==> src/rtl/mem_arbiter_pkg.sv <==
// Shared encodings for the instruction/data cache memory arbiter.
package mem_arbiter_pkg;

  localparam int DATA_W       = 64;
  localparam int TAG_W        = 4;
  localparam int ARB_NUM_TAGS = 15;

  typedef enum logic [1:0] {
    BUS_NONE  = 2'h0,
    BUS_LOAD  = 2'h1,
    BUS_STORE = 2'h2
  } bus_cmd_t;

  typedef enum logic {
    OWNER_ICACHE = 1'b0,
    OWNER_DCACHE = 1'b1
  } arb_owner_t;

endpackage

==> src/rtl/mem_arbiter_if.sv <==
// Bus bundle between icache, dcache, memory and the arbiter; slave is the arbiter's view.
interface mem_arbiter_if;
  import mem_arbiter_pkg::*;

  logic [1:0]        icache2arb_command;
  logic [DATA_W-1:0] icache2arb_addr;
  logic [1:0]        dcache2arb_command;
  logic [DATA_W-1:0] dcache2arb_addr;
  logic [DATA_W-1:0] dcache2arb_data;
  logic [TAG_W-1:0]  mem2arb_response;
  logic [DATA_W-1:0] mem2arb_data;
  logic [TAG_W-1:0]  mem2arb_tag;
  logic [1:0]        arb2mem_command;
  logic [DATA_W-1:0] arb2mem_addr;
  logic [DATA_W-1:0] arb2mem_data;
  logic [TAG_W-1:0]  arb2icache_response;
  logic [DATA_W-1:0] arb2icache_data;
  logic [TAG_W-1:0]  arb2icache_tag;
  logic [TAG_W-1:0]  arb2dcache_response;
  logic [DATA_W-1:0] arb2dcache_data;
  logic [TAG_W-1:0]  arb2dcache_tag;

  modport slave (
    input  icache2arb_command, icache2arb_addr,
    input  dcache2arb_command, dcache2arb_addr, dcache2arb_data,
    input  mem2arb_response, mem2arb_data, mem2arb_tag,
    output arb2mem_command, arb2mem_addr, arb2mem_data,
    output arb2icache_response, arb2icache_data, arb2icache_tag,
    output arb2dcache_response, arb2dcache_data, arb2dcache_tag
  );

  modport master (
    output icache2arb_command, icache2arb_addr,
    output dcache2arb_command, dcache2arb_addr, dcache2arb_data,
    output mem2arb_response, mem2arb_data, mem2arb_tag,
    input  arb2mem_command, arb2mem_addr, arb2mem_data,
    input  arb2icache_response, arb2icache_data, arb2icache_tag,
    input  arb2dcache_response, arb2dcache_data, arb2dcache_tag
  );

endinterface

==> src/rtl/mem_arb_tag_table.sv <==
// Per-tag ownership record for outstanding loads; a set on the same tag as a clear wins.
module mem_arb_tag_table
  import mem_arbiter_pkg::*;
(
  input  logic             clock,
  input  logic             reset,
  input  logic             set_en,
  input  logic [TAG_W-1:0] set_tag,
  input  arb_owner_t       set_owner,
  input  logic             clr_en,
  input  logic [TAG_W-1:0] clr_tag,
  input  logic [TAG_W-1:0] lookup_tag,
  output logic             lookup_valid,
  output arb_owner_t       lookup_owner
);

  // Entry 0 exists only to keep indexing simple; tag 0 is never recorded.
  logic [ARB_NUM_TAGS:0] valid_q;
  arb_owner_t            owner_q [ARB_NUM_TAGS+1];

  always_ff @(posedge clock) begin
    if (reset) begin
      valid_q <= '0;
    end else begin
      if (clr_en) valid_q[clr_tag] <= 1'b0;
      if (set_en) valid_q[set_tag] <= 1'b1;
    end
  end

  always_ff @(posedge clock) begin
    if (set_en) owner_q[set_tag] <= set_owner;
  end

  always_comb begin
    lookup_valid = 1'b0;
    lookup_owner = OWNER_ICACHE;
    if (lookup_tag != '0) begin
      lookup_valid = valid_q[lookup_tag];
      lookup_owner = owner_q[lookup_tag];
    end
  end

endmodule

==> src/rtl/mem_arbiter.sv <==
// Shares the memory port between icache and dcache and routes returning loads by tag.
// Define MEM_ARB_RR_EN for round-robin conflicts; otherwise the dcache always wins.
module mem_arbiter
  import mem_arbiter_pkg::*;
#(
  parameter int MAX_OUTSTANDING = 8
) (
  input  logic         clock,
  input  logic         reset,
  mem_arbiter_if.slave bus,
  output logic         arb_err
);

  localparam logic [TAG_W-1:0] MAX_CNT = TAG_W'(MAX_OUTSTANDING);

  logic [TAG_W-1:0] icnt, dcnt;
  logic             i_elig, d_elig, grant_i, grant_d, d_wins;
  logic             accepted, set_en, ret_valid, ret_hit, err_set;
  logic             inc_i, inc_d, dec_i, dec_d;
  arb_owner_t       grantee, ret_owner;

  function automatic logic [TAG_W-1:0] cnt_step(input logic [TAG_W-1:0] cnt,
                                                input logic inc, input logic dec);
    logic [TAG_W-1:0] nxt;
    nxt = cnt;
    if (inc && !dec)                 nxt = cnt + 1'b1;
    else if (dec && !inc && cnt != 0) nxt = cnt - 1'b1;
    return nxt;
  endfunction

`ifdef MEM_ARB_RR_EN
  arb_owner_t last_grant;

  // Resetting to dcache means the first conflict goes to the icache.
  always_ff @(posedge clock) begin
    if (reset)         last_grant <= OWNER_DCACHE;
    else if (accepted) last_grant <= grantee;
  end

  assign d_wins = (last_grant == OWNER_ICACHE);
`else
  assign d_wins = 1'b1;
`endif

  always_comb begin
    i_elig  = (bus.icache2arb_command != BUS_NONE) &&
              !((bus.icache2arb_command == BUS_LOAD) && (icnt == MAX_CNT));
    d_elig  = (bus.dcache2arb_command != BUS_NONE) &&
              !((bus.dcache2arb_command == BUS_LOAD) && (dcnt == MAX_CNT));
    grant_d = d_elig && (!i_elig || d_wins);
    grant_i = i_elig && !grant_d;
    grantee = grant_d ? OWNER_DCACHE : OWNER_ICACHE;
  end

  always_comb begin
    bus.arb2mem_command = BUS_NONE;
    bus.arb2mem_addr    = '0;
    bus.arb2mem_data    = '0;
    if (grant_d) begin
      bus.arb2mem_command = bus.dcache2arb_command;
      bus.arb2mem_addr    = bus.dcache2arb_addr;
      bus.arb2mem_data    = bus.dcache2arb_data;
    end else if (grant_i) begin
      bus.arb2mem_command = bus.icache2arb_command;
      bus.arb2mem_addr    = bus.icache2arb_addr;
    end
    bus.arb2icache_response = grant_i ? bus.mem2arb_response : '0;
    bus.arb2dcache_response = grant_d ? bus.mem2arb_response : '0;
  end

  assign accepted = (grant_i || grant_d) && (bus.mem2arb_response != '0);
  assign set_en   = accepted && (bus.arb2mem_command == BUS_LOAD);

  mem_arb_tag_table u_tag_table (
    .clock        (clock),
    .reset        (reset),
    .set_en       (set_en),
    .set_tag      (bus.mem2arb_response),
    .set_owner    (grantee),
    .clr_en       (ret_hit),
    .clr_tag      (bus.mem2arb_tag),
    .lookup_tag   (bus.mem2arb_tag),
    .lookup_valid (ret_valid),
    .lookup_owner (ret_owner)
  );

  // Routing uses the owner recorded before this cycle's set lands.
  always_comb begin
    ret_hit = (bus.mem2arb_tag != '0) && ret_valid;
    err_set = (bus.mem2arb_tag != '0) && !ret_valid;
    bus.arb2icache_tag  = '0;
    bus.arb2icache_data = '0;
    bus.arb2dcache_tag  = '0;
    bus.arb2dcache_data = '0;
    if (ret_hit && ret_owner == OWNER_ICACHE) begin
      bus.arb2icache_tag  = bus.mem2arb_tag;
      bus.arb2icache_data = bus.mem2arb_data;
    end
    if (ret_hit && ret_owner == OWNER_DCACHE) begin
      bus.arb2dcache_tag  = bus.mem2arb_tag;
      bus.arb2dcache_data = bus.mem2arb_data;
    end
  end

  assign inc_i = set_en && (grantee == OWNER_ICACHE);
  assign inc_d = set_en && (grantee == OWNER_DCACHE);
  assign dec_i = ret_hit && (ret_owner == OWNER_ICACHE);
  assign dec_d = ret_hit && (ret_owner == OWNER_DCACHE);

  always_ff @(posedge clock) begin
    if (reset) begin
      icnt    <= '0;
      dcnt    <= '0;
      arb_err <= 1'b0;
    end else begin
      icnt <= cnt_step(icnt, inc_i, dec_i);
      dcnt <= cnt_step(dcnt, inc_d, dec_d);
      if (err_set) arb_err <= 1'b1;
    end
  end

endmodule

==> src/flat_wrapper.sv <==
// flat-port wrapper written by rule: the top's interface ports become plain ports
module mem_arbiter_flat import mem_arbiter_pkg::*;
#(
  parameter int MAX_OUTSTANDING = 8
)
  (clock, reset, arb_err, bus_icache2arb_command, bus_icache2arb_addr, bus_dcache2arb_command, bus_dcache2arb_addr, bus_dcache2arb_data, bus_mem2arb_response, bus_mem2arb_data, bus_mem2arb_tag, bus_arb2mem_command, bus_arb2mem_addr, bus_arb2mem_data, bus_arb2icache_response, bus_arb2icache_data, bus_arb2icache_tag, bus_arb2dcache_response, bus_arb2dcache_data, bus_arb2dcache_tag);
  mem_arbiter_if bus_i ();
  input  logic clock;
  input  logic reset;
  output logic arb_err;
  input wire logic [$bits(bus_i.icache2arb_command)-1:0] bus_icache2arb_command;
  input wire logic [$bits(bus_i.icache2arb_addr)-1:0] bus_icache2arb_addr;
  input wire logic [$bits(bus_i.dcache2arb_command)-1:0] bus_dcache2arb_command;
  input wire logic [$bits(bus_i.dcache2arb_addr)-1:0] bus_dcache2arb_addr;
  input wire logic [$bits(bus_i.dcache2arb_data)-1:0] bus_dcache2arb_data;
  input wire logic [$bits(bus_i.mem2arb_response)-1:0] bus_mem2arb_response;
  input wire logic [$bits(bus_i.mem2arb_data)-1:0] bus_mem2arb_data;
  input wire logic [$bits(bus_i.mem2arb_tag)-1:0] bus_mem2arb_tag;
  output wire logic [$bits(bus_i.arb2mem_command)-1:0] bus_arb2mem_command;
  output wire logic [$bits(bus_i.arb2mem_addr)-1:0] bus_arb2mem_addr;
  output wire logic [$bits(bus_i.arb2mem_data)-1:0] bus_arb2mem_data;
  output wire logic [$bits(bus_i.arb2icache_response)-1:0] bus_arb2icache_response;
  output wire logic [$bits(bus_i.arb2icache_data)-1:0] bus_arb2icache_data;
  output wire logic [$bits(bus_i.arb2icache_tag)-1:0] bus_arb2icache_tag;
  output wire logic [$bits(bus_i.arb2dcache_response)-1:0] bus_arb2dcache_response;
  output wire logic [$bits(bus_i.arb2dcache_data)-1:0] bus_arb2dcache_data;
  output wire logic [$bits(bus_i.arb2dcache_tag)-1:0] bus_arb2dcache_tag;
  assign bus_i.icache2arb_command = bus_icache2arb_command;
  assign bus_i.icache2arb_addr = bus_icache2arb_addr;
  assign bus_i.dcache2arb_command = bus_dcache2arb_command;
  assign bus_i.dcache2arb_addr = bus_dcache2arb_addr;
  assign bus_i.dcache2arb_data = bus_dcache2arb_data;
  assign bus_i.mem2arb_response = bus_mem2arb_response;
  assign bus_i.mem2arb_data = bus_mem2arb_data;
  assign bus_i.mem2arb_tag = bus_mem2arb_tag;
  assign bus_arb2mem_command = bus_i.arb2mem_command;
  assign bus_arb2mem_addr = bus_i.arb2mem_addr;
  assign bus_arb2mem_data = bus_i.arb2mem_data;
  assign bus_arb2icache_response = bus_i.arb2icache_response;
  assign bus_arb2icache_data = bus_i.arb2icache_data;
  assign bus_arb2icache_tag = bus_i.arb2icache_tag;
  assign bus_arb2dcache_response = bus_i.arb2dcache_response;
  assign bus_arb2dcache_data = bus_i.arb2dcache_data;
  assign bus_arb2dcache_tag = bus_i.arb2dcache_tag;
  mem_arbiter #(.MAX_OUTSTANDING(MAX_OUTSTANDING)) u_core (.clock(clock), .reset(reset), .bus(bus_i), .arb_err(arb_err));
endmodule
==> config.mk <==
export PLATFORM = sky130hd
export DESIGN_NAME = mem_arbiter_flat
export DESIGN_NICKNAME = d
export VERILOG_FILES = /design/src/rtl/mem_arbiter_pkg.sv /design/src/rtl/mem_arbiter_if.sv /design/src/rtl/mem_arb_tag_table.sv /design/src/rtl/mem_arbiter.sv /design/src/flat_wrapper.sv
export SDC_FILE = /design/constraint.sdc
export NUM_CORES = 1
export LEC_CHECK = 0
export CAP_MARGIN = 10
export CORE_AREA = 2 2 215 217
export CTS_CLUSTER_SIZE = 10
export DETAILED_ROUTE_END_ITERATION = 8
export DIE_AREA = 0 0 217 219
export PLACE_DENSITY_LB_ADDON = 0.08
export SLEW_MARGIN = 0
export SYNTH_ARGS = -nofsm -noshare
export SYNTH_HDL_FRONTEND = slang
export SYNTH_SLANG_ARGS = --single-unit
export TNS_END_PERCENT = 30
==> constraint.sdc <==
create_clock -name clock -period 2.8 [get_ports clock]
set_input_delay 0.42 -clock clock [delete_from_list [all_inputs] [get_ports clock]]
set_output_delay 0.42 -clock clock [all_outputs]
set_load 0.005 [all_outputs]
# Word level (Yosys, flattened, before mapping)
# Memories as Yosys holds them, arrays and structs flattened.
# Index checks and enable logic that the tools add are counted.
[classes] addsub=4 mul=0 n_div=0 magnitude_cmp=4 n_eq_ne=5 shifts=0 mux=29 bitwise_logic=5 reduce_logical=38
[ops] op="2-to-1 mux 64 bit" count=5
[ops] op="2-to-1 mux 16 bit" count=3
[ops] op="2-to-1 mux 4 bit" count=8
[ops] op="logical AND 1 bit" count=21
[ops] op="AND 16 bit" count=1
[ops] op="inverter 16 bit" count=1
[ops] op="OR 16 bit" count=1
[ops] op="nonzero test 4 bit" count=4
[ops] op="less-than comparator 4 x 5 -> 1 bit (second input constant)" count=2
[ops] op="adder 4 x 1 -> 4 bit (second input constant)" count=2
[ops] op="demux 1 bit (select 4 bit)" count=2
[ops] op="equality test 4 bit (second input constant)" count=2
[ops] op="greater-or-equal comparator 4 x 1 -> 1 bit (second input constant)" count=2
[ops] op="zero test 1 bit" count=8
[ops] op="2-to-1 mux 1 bit" count=8
[ops] op="nonzero test 2 bit" count=4
[ops] op="subtractor 4 x 1 -> 4 bit (second input constant)" count=2
[ops] op="equality test 2 x 1 -> 1 bit (second input constant)" count=3
[ops] op="binary-select mux 1 bit (select 4 bit)" count=1
[ops] op="2-to-1 mux 2 bit" count=2
[ops] op="inverter 1 bit" count=2
[ops] op="logical OR 1 bit" count=1
[word_totals] ff_bits=25 latch_bits=0 mem_bits_rw=16 mem_bits_ro=0 in_bits=270 output_inout_bits=275 elab_cells=90 memories=1
[memory_table] name="u_core.u_tag_table.owner_q" words=16 width=1 rd=1 rd_clocked_by_memory_dff=0 wr=1 line="mem_arb_tag_table.sv:19" text="arb_owner_t owner_q [ARB_NUM_TAGS+1];"

# Depth between registers and ports, before layout
[depth] depth_word=16 ltp_mapped=12

# Modules after synthesis
# From an unflattened synthesis, not the netlist that was laid out.
[unflattened] hier_cells=532 hier_area_um2=4269.1
[by_module_without_submodules] mod="mem_arbiter" instances=1 cells_each=396 area_per_inst_um2=2840.2 seq_area_each_um2=180.2
[by_module_without_submodules] mod="mem_arb_tag_table" instances=1 cells_each=136 area_per_inst_um2=1428.9 seq_area_each_um2=750.7

# Worst setup path before layout
# OpenSTA, ideal clock, no wires.
[synth_timing] path_kind="input-to-reg" from="input bus_mem2arb_tag[3]" to="register u_core.dcnt[3]" setup_time_ns=0.117 arrival_time_ns=2.729 setup_slack_ns=-0.046 path_stages=12 path_cell_list="buf_6 > mux2_4 > a222oi_1 > o2bb2ai_2 > nand2_1 > nand3_1 > ha_1 > a21o_1 > a21oi_1 > or3_1 > nand2b_1 > a22o_1"
[synth_via] elab_chain_len=8 elab_cells_between_ends=14 cone_classes="mux (5); reduce/logical (8); memory (1)"
[synth_rtl] element="from (decl)" line="flat_wrapper.sv:18" text="input wire logic [$bits(bus_i.mem2arb_tag)-1:0] bus_mem2arb_tag;"
[synth_rtl] element="binary-select mux 1 bit (select 4 bit)" line="mem_arb_tag_table.sv:38" text="lookup_valid = valid_q[lookup_tag];"
[synth_rtl] element="2-to-1 mux 1 bit (not written as such)" line="mem_arb_tag_table.sv:38"
[synth_rtl] element="2-to-1 mux 1 bit" line="mem_arb_tag_table.sv:37" text="if (lookup_tag != '0) begin"
[synth_rtl] element="logical AND 1 bit" line="mem_arbiter.sv:89" text="ret_hit = (bus.mem2arb_tag != '0) && ret_valid;"
[synth_rtl] element="logical AND 1 bit *" line="mem_arbiter.sv:108" text="assign dec_d = ret_hit && (ret_owner == OWNER_DCACHE);"
[synth_rtl] element="zero test 1 bit / logical AND 1 bit (equally long branches)" line="mem_arbiter.sv:26, mem_arbiter.sv:27"
[synth_rtl] element="logical AND 1 bit (on tied branches)" line="mem_arbiter.sv:26, mem_arbiter.sv:27"
[synth_rtl] element="2-to-1 mux 4 bit / nonzero test 2 bit (equally long branches)"
[synth_rtl] element="to (signal assigned)" line="mem_arbiter.sv:117" text="dcnt <= cnt_step(dcnt, inc_d, dec_d);"
[synth_rtl] element="to (decl)" line="mem_arbiter.sv:16" text="logic [TAG_W-1:0] icnt, dcnt;"
# Mark *: on every way between the ends. The rest lies on a longest branch, timed or not. The select of a mux whose other input is x is not followed.
# A chain may end at the register's enable or synchronous reset.

# Worst setup path in the final report
[layout_timing] from="register u_core.dcnt[0]" to="output bus_arb2mem_addr[26]"
[layout_via] elab_chain_len=8
[layout_rtl] element="equality test 4 bit *" line="mem_arbiter.sv:49" text="!((bus.dcache2arb_command == BUS_LOAD) && (dcnt == MAX_CNT));"
[layout_rtl] element="logical AND 1 bit *" line="mem_arbiter.sv:49"
[layout_rtl] element="zero test 1 bit *" line="mem_arbiter.sv:49"
[layout_rtl] element="logical AND 1 bit *" line="mem_arbiter.sv:48" text="d_elig = (bus.dcache2arb_command != BUS_NONE) &&"
[layout_rtl] element="zero test 1 bit" line="mem_arbiter.sv:51" text="grant_i = i_elig && !grant_d;"
[layout_rtl] element="logical AND 1 bit" line="mem_arbiter.sv:51"
[layout_rtl] element="2-to-1 mux 64 bit" line="mem_arbiter.sv:63" text="end else if (grant_i) begin"
[layout_rtl] element="2-to-1 mux 64 bit *" line="mem_arbiter.sv:59" text="if (grant_d) begin"
[layout_rtl] element="to (decl)" line="flat_wrapper.sv:20" text="output wire logic [$bits(bus_i.arb2mem_addr)-1:0] bus_arb2mem_addr;"
# Mark *: on every way between the ends. The rest lies on a longest branch, timed or not.

==> out/results.txt <==
Largest buffer count on any clock path: 2
Layout filler cell count: 4934
Worst path arrival time: 2470 ps
# nets final: 1439
Pin count of the biggest net entering global routing: 66
Remaining antenna violation count: 0
Part of the cycle the worst path needs: 103%
Least-Margin Pin Slew: 569 ps
Number of distinct library cells after synthesis: 56
Full die area: 47500 um^2
Violated checks: negative setup slack
Reg-to-reg startpoint: u_core.u_tag_table.valid_q[3]
Area inside the core boundary: 45100 um^2
Leakage Power: 5.98 nW
Critical register-to-register path endpoint: u_core.dcnt[3]
Initial antenna violation count: 8
Initial standard-cell utilization of the core: 9.81%
R2R depth: 12
Width of the die: 217 um
Storage element area: 983 um^2
Outcome: complete, but fails checks
Count of final hold-check violations: 0
Share of final-layout standard cells stronger than drive strength 1: 25.7%
Number of buffers created by CTS: 5
Time the final worst path needs with I/O delays and setup: 2890 ps
Unrepaired setup endpoints after global routing: true
Vias: 6662
Max Fclk: 0.346 GHz
Number of global-route vias before repair: 6797
Syn avg cell area: 7.88 um^2
Cell chosen for the clock root: clkbuf_16
Worst setup slack for register-to-register paths: -20 ps
Overall routing resource usage: 14.3%
Hold Startpoint: u_core.u_tag_table.valid_q[5]
Number of violations of the max-capacitance limit: 0
Slew Limit Fails: 0
# port buffers: 544
First-pass GRT wire length: 49600 um
Crit path launch: u_core.dcnt[0]
Maximum net fanout on the critical path: 28
Final wirelength: 36900 um
Slack of the critical path: -94.2 ps
Placed standard-cell area: 11100 um^2
First DRT Iteration DRCs: 220
Cell Pwr Density: 272 nW/um^2
Critical Path Source Type: register
GR Overflow Total: 0
Portion of the post-synthesis area used by sequential elements: 22.2%
Endpoint required time on the critical path: 2380 ps
Net count of the mapped netlist: 837
Clock Pin Slew Worst Setup and Hold Paths: 60 ps
Summed area of non-filler cells in the final layout: 12100 um^2
Worst setup slack after placement: -924 ps
Drt via density: 3.77
Setup Skew: 3.16 ps
WHS Path Cells: 2
Cell count after synthesis: 561
Post-synthesis sequential element count: 41
VDD IR max: 0.000240 V
Nature of the critical path endpoint: output pin
Average wire per cell in the routed design: 20.9 um
Sinks on the clock net: 41
Hold-fix buffer count after cts: 0
DRC violations left: 0
Die span in y: 219 um
Final GP Congestion: 0.845
IO Pins: 545
Most used flip-flop cell after synthesis: dfxtp_1
Worst min-delay path category: reg -> reg
H-tree depth: 2
Synthesis-to-finish area growth: 173%
Synth warnings: 0
Post-synthesis instance area: 4420 um^2
Number of enable flip-flop cells after synthesis: 16
CTS tree: built
Total iterations of the first detailed-routing run: 4
Placed wire-length estimate after detailed placement: 29900 um
Multi-input gate area: 3470 um^2
Number of rows created at floorplan: 78
Slew HR: 62.0%
Setup Crit Path Kind: reg -> out
Async set-reset flop share out of synthesis: 0%
Source-to-sink clock delay at the later pin of the worst-skew pair: 280 ps
Terminating pin of the worst hold path: u_core.u_tag_table.valid_q[5]
# setup viols final: 51
-- layer usage --
metal | wire, um | track usage (%) | up-vias
li1 | - | - | 3192
met1 | 13800 | 15.7 | 3072
met2 | 19400 | 27.2 | 366
met3 | 3210 | 4.23 | 30
met4 | 507 | 2.58 | 2
met5 | 12 | 0 | -
-- flip-flops by register name, summed over array words and instances (netlist names) --
name and flops:
u_core.arb_err 1, u_core.u_tag_table.owner_q 16, u_core.dcnt 4, u_core.u_tag_table.valid_q 16, u_core.icnt 4
-- per-stage QoR --
| stage | utilization (%) | hold WS, ps | std cells | TNS [ps] | power (W) |
|---|---|---|---|---|---|
| 3_5_place_dp | 24.7 | 467 | 1728 | -125550 | 0.00248 |
| 5_1_grt | 26.8 | 496 | 1767 | -10730 | 0.00349 |
| 2_1_floorplan | - | 438 | 561 | -7.80 | 0.00123 |
| 4_1_cts | 25.3 | 477 | 1752 | -7850 | 0.00321 |
| 6_report | 26.8 | 475 | 1767 | -1940 | 0.00328 |
| 3_3_place_gp | 24.7 | 455 | 1728 | -118900 | 0.00251 |
-- cell type report --
class / count / share of cell area, %
repair buffers: 648 / 54.9
multi-input cells: 449 / 28.8
flip-flops and latches: 41 / 8.14
well taps: 600 / 6.21
clock buffers: 6 / 1.07
inverters: 18 / 0.559
clock inverters: 2 / 0.321
diodes: 3 / 0.0621
-- cells in the final DEF, fill, tap and decap left out, types with 18 or more instances in the layout --
master and n:
a22o_1 67, and2_4 55, nor2_1 21, clkdlybuf4s50_1 330, and2_1 85, clkbuf_2 33
and3_1 64, dlygate4sd2_1 53, buf_4 67, dfxtp_1 23, dlymetal6s2s_1 59, buf_12 19
buf_6 49, inv_1 18
-- worst max-delay path by stage --
stage | end | slack [ps] | cells past startpoint
CTS | bus_arb2dcache_data[37] | -180 | 7
global route | bus_arb2dcache_data[62] | -190 | 8
floorplan | u_core.dcnt[3] | -5 | 12
detailed placement | u_core.dcnt[3] | -920 | 13
finish | bus_arb2mem_addr[26] | -90 | 7
global placement | u_core.dcnt[3] | -850 | 13
-- critical path, stage by stage, from the launching register on --
cell,delay [ps]
dfxtp_1,310
or3_4,410
o21ai_4,180
nand2b_4,90
nor2_4,210
buf_12,210
a22o_1,210
clkdlybuf4s50_1,550
-- Yosys cell counts (all sizes together) (3+ instances only) --
library cell | count | area (um^2)
ha | 4 | 50.1
nand4 | 3 | 33.8
inv | 18 | 67.6
nor2 | 23 | 88.8
or3 | 6 | 37.5
mux2 | 9 | 116
dfxtp | 25 | 500
o21ai | 18 | 90.1
nor2b | 9 | 63.8
a21o | 5 | 37.5
and2 | 140 | 878
a21oi | 18 | 90.1
mux4 | 5 | 124
nand3 | 7 | 35.0
edfxtp | 16 | 480
buf | 12 | 73.8
and3 | 65 | 407
nand2 | 18 | 70.1
o21a | 3 | 22.5
a22o | 68 | 596
clkbuf | 41 | 154
mux2i | 6 | 63.8
a31oi | 3 | 18.8
nand2b | 13 | 81.3
-- power by group --
part / switching, W / internal, W
clock network: 0.000236 / 0.000423
registers: 0.0000130 / 0.000646
logic: 0.000746 / 0.00122
-- cell families (layout without fill, tap and decap cells) --
logic type / after synthesis / in the layout / synth area share (%)
simple gates: 296 / 296 / 40.5
compound gates: 124 / 124 / 21.3
buf+inv: 71 / 674 / 6.68
flops: 41 / 41 / 22.2
mux: 20 / 20 / 6.87
fa+ha+maj: 6 / 6 / 2.04
xor+xnor: 2 / 2 / 0.396
other cells: 1 / 4 / 0.0848
-- what timing repair did --
action | in CTS | in global routing
setup buffers | 9 | 9
resized for setup | 334 | 276
endpoints found under the setup margin | 280 | 260
gates cloned | 8 | 6
pin swaps | 5 | 43
No activity file was read; power rests on OpenSTA's default activity.
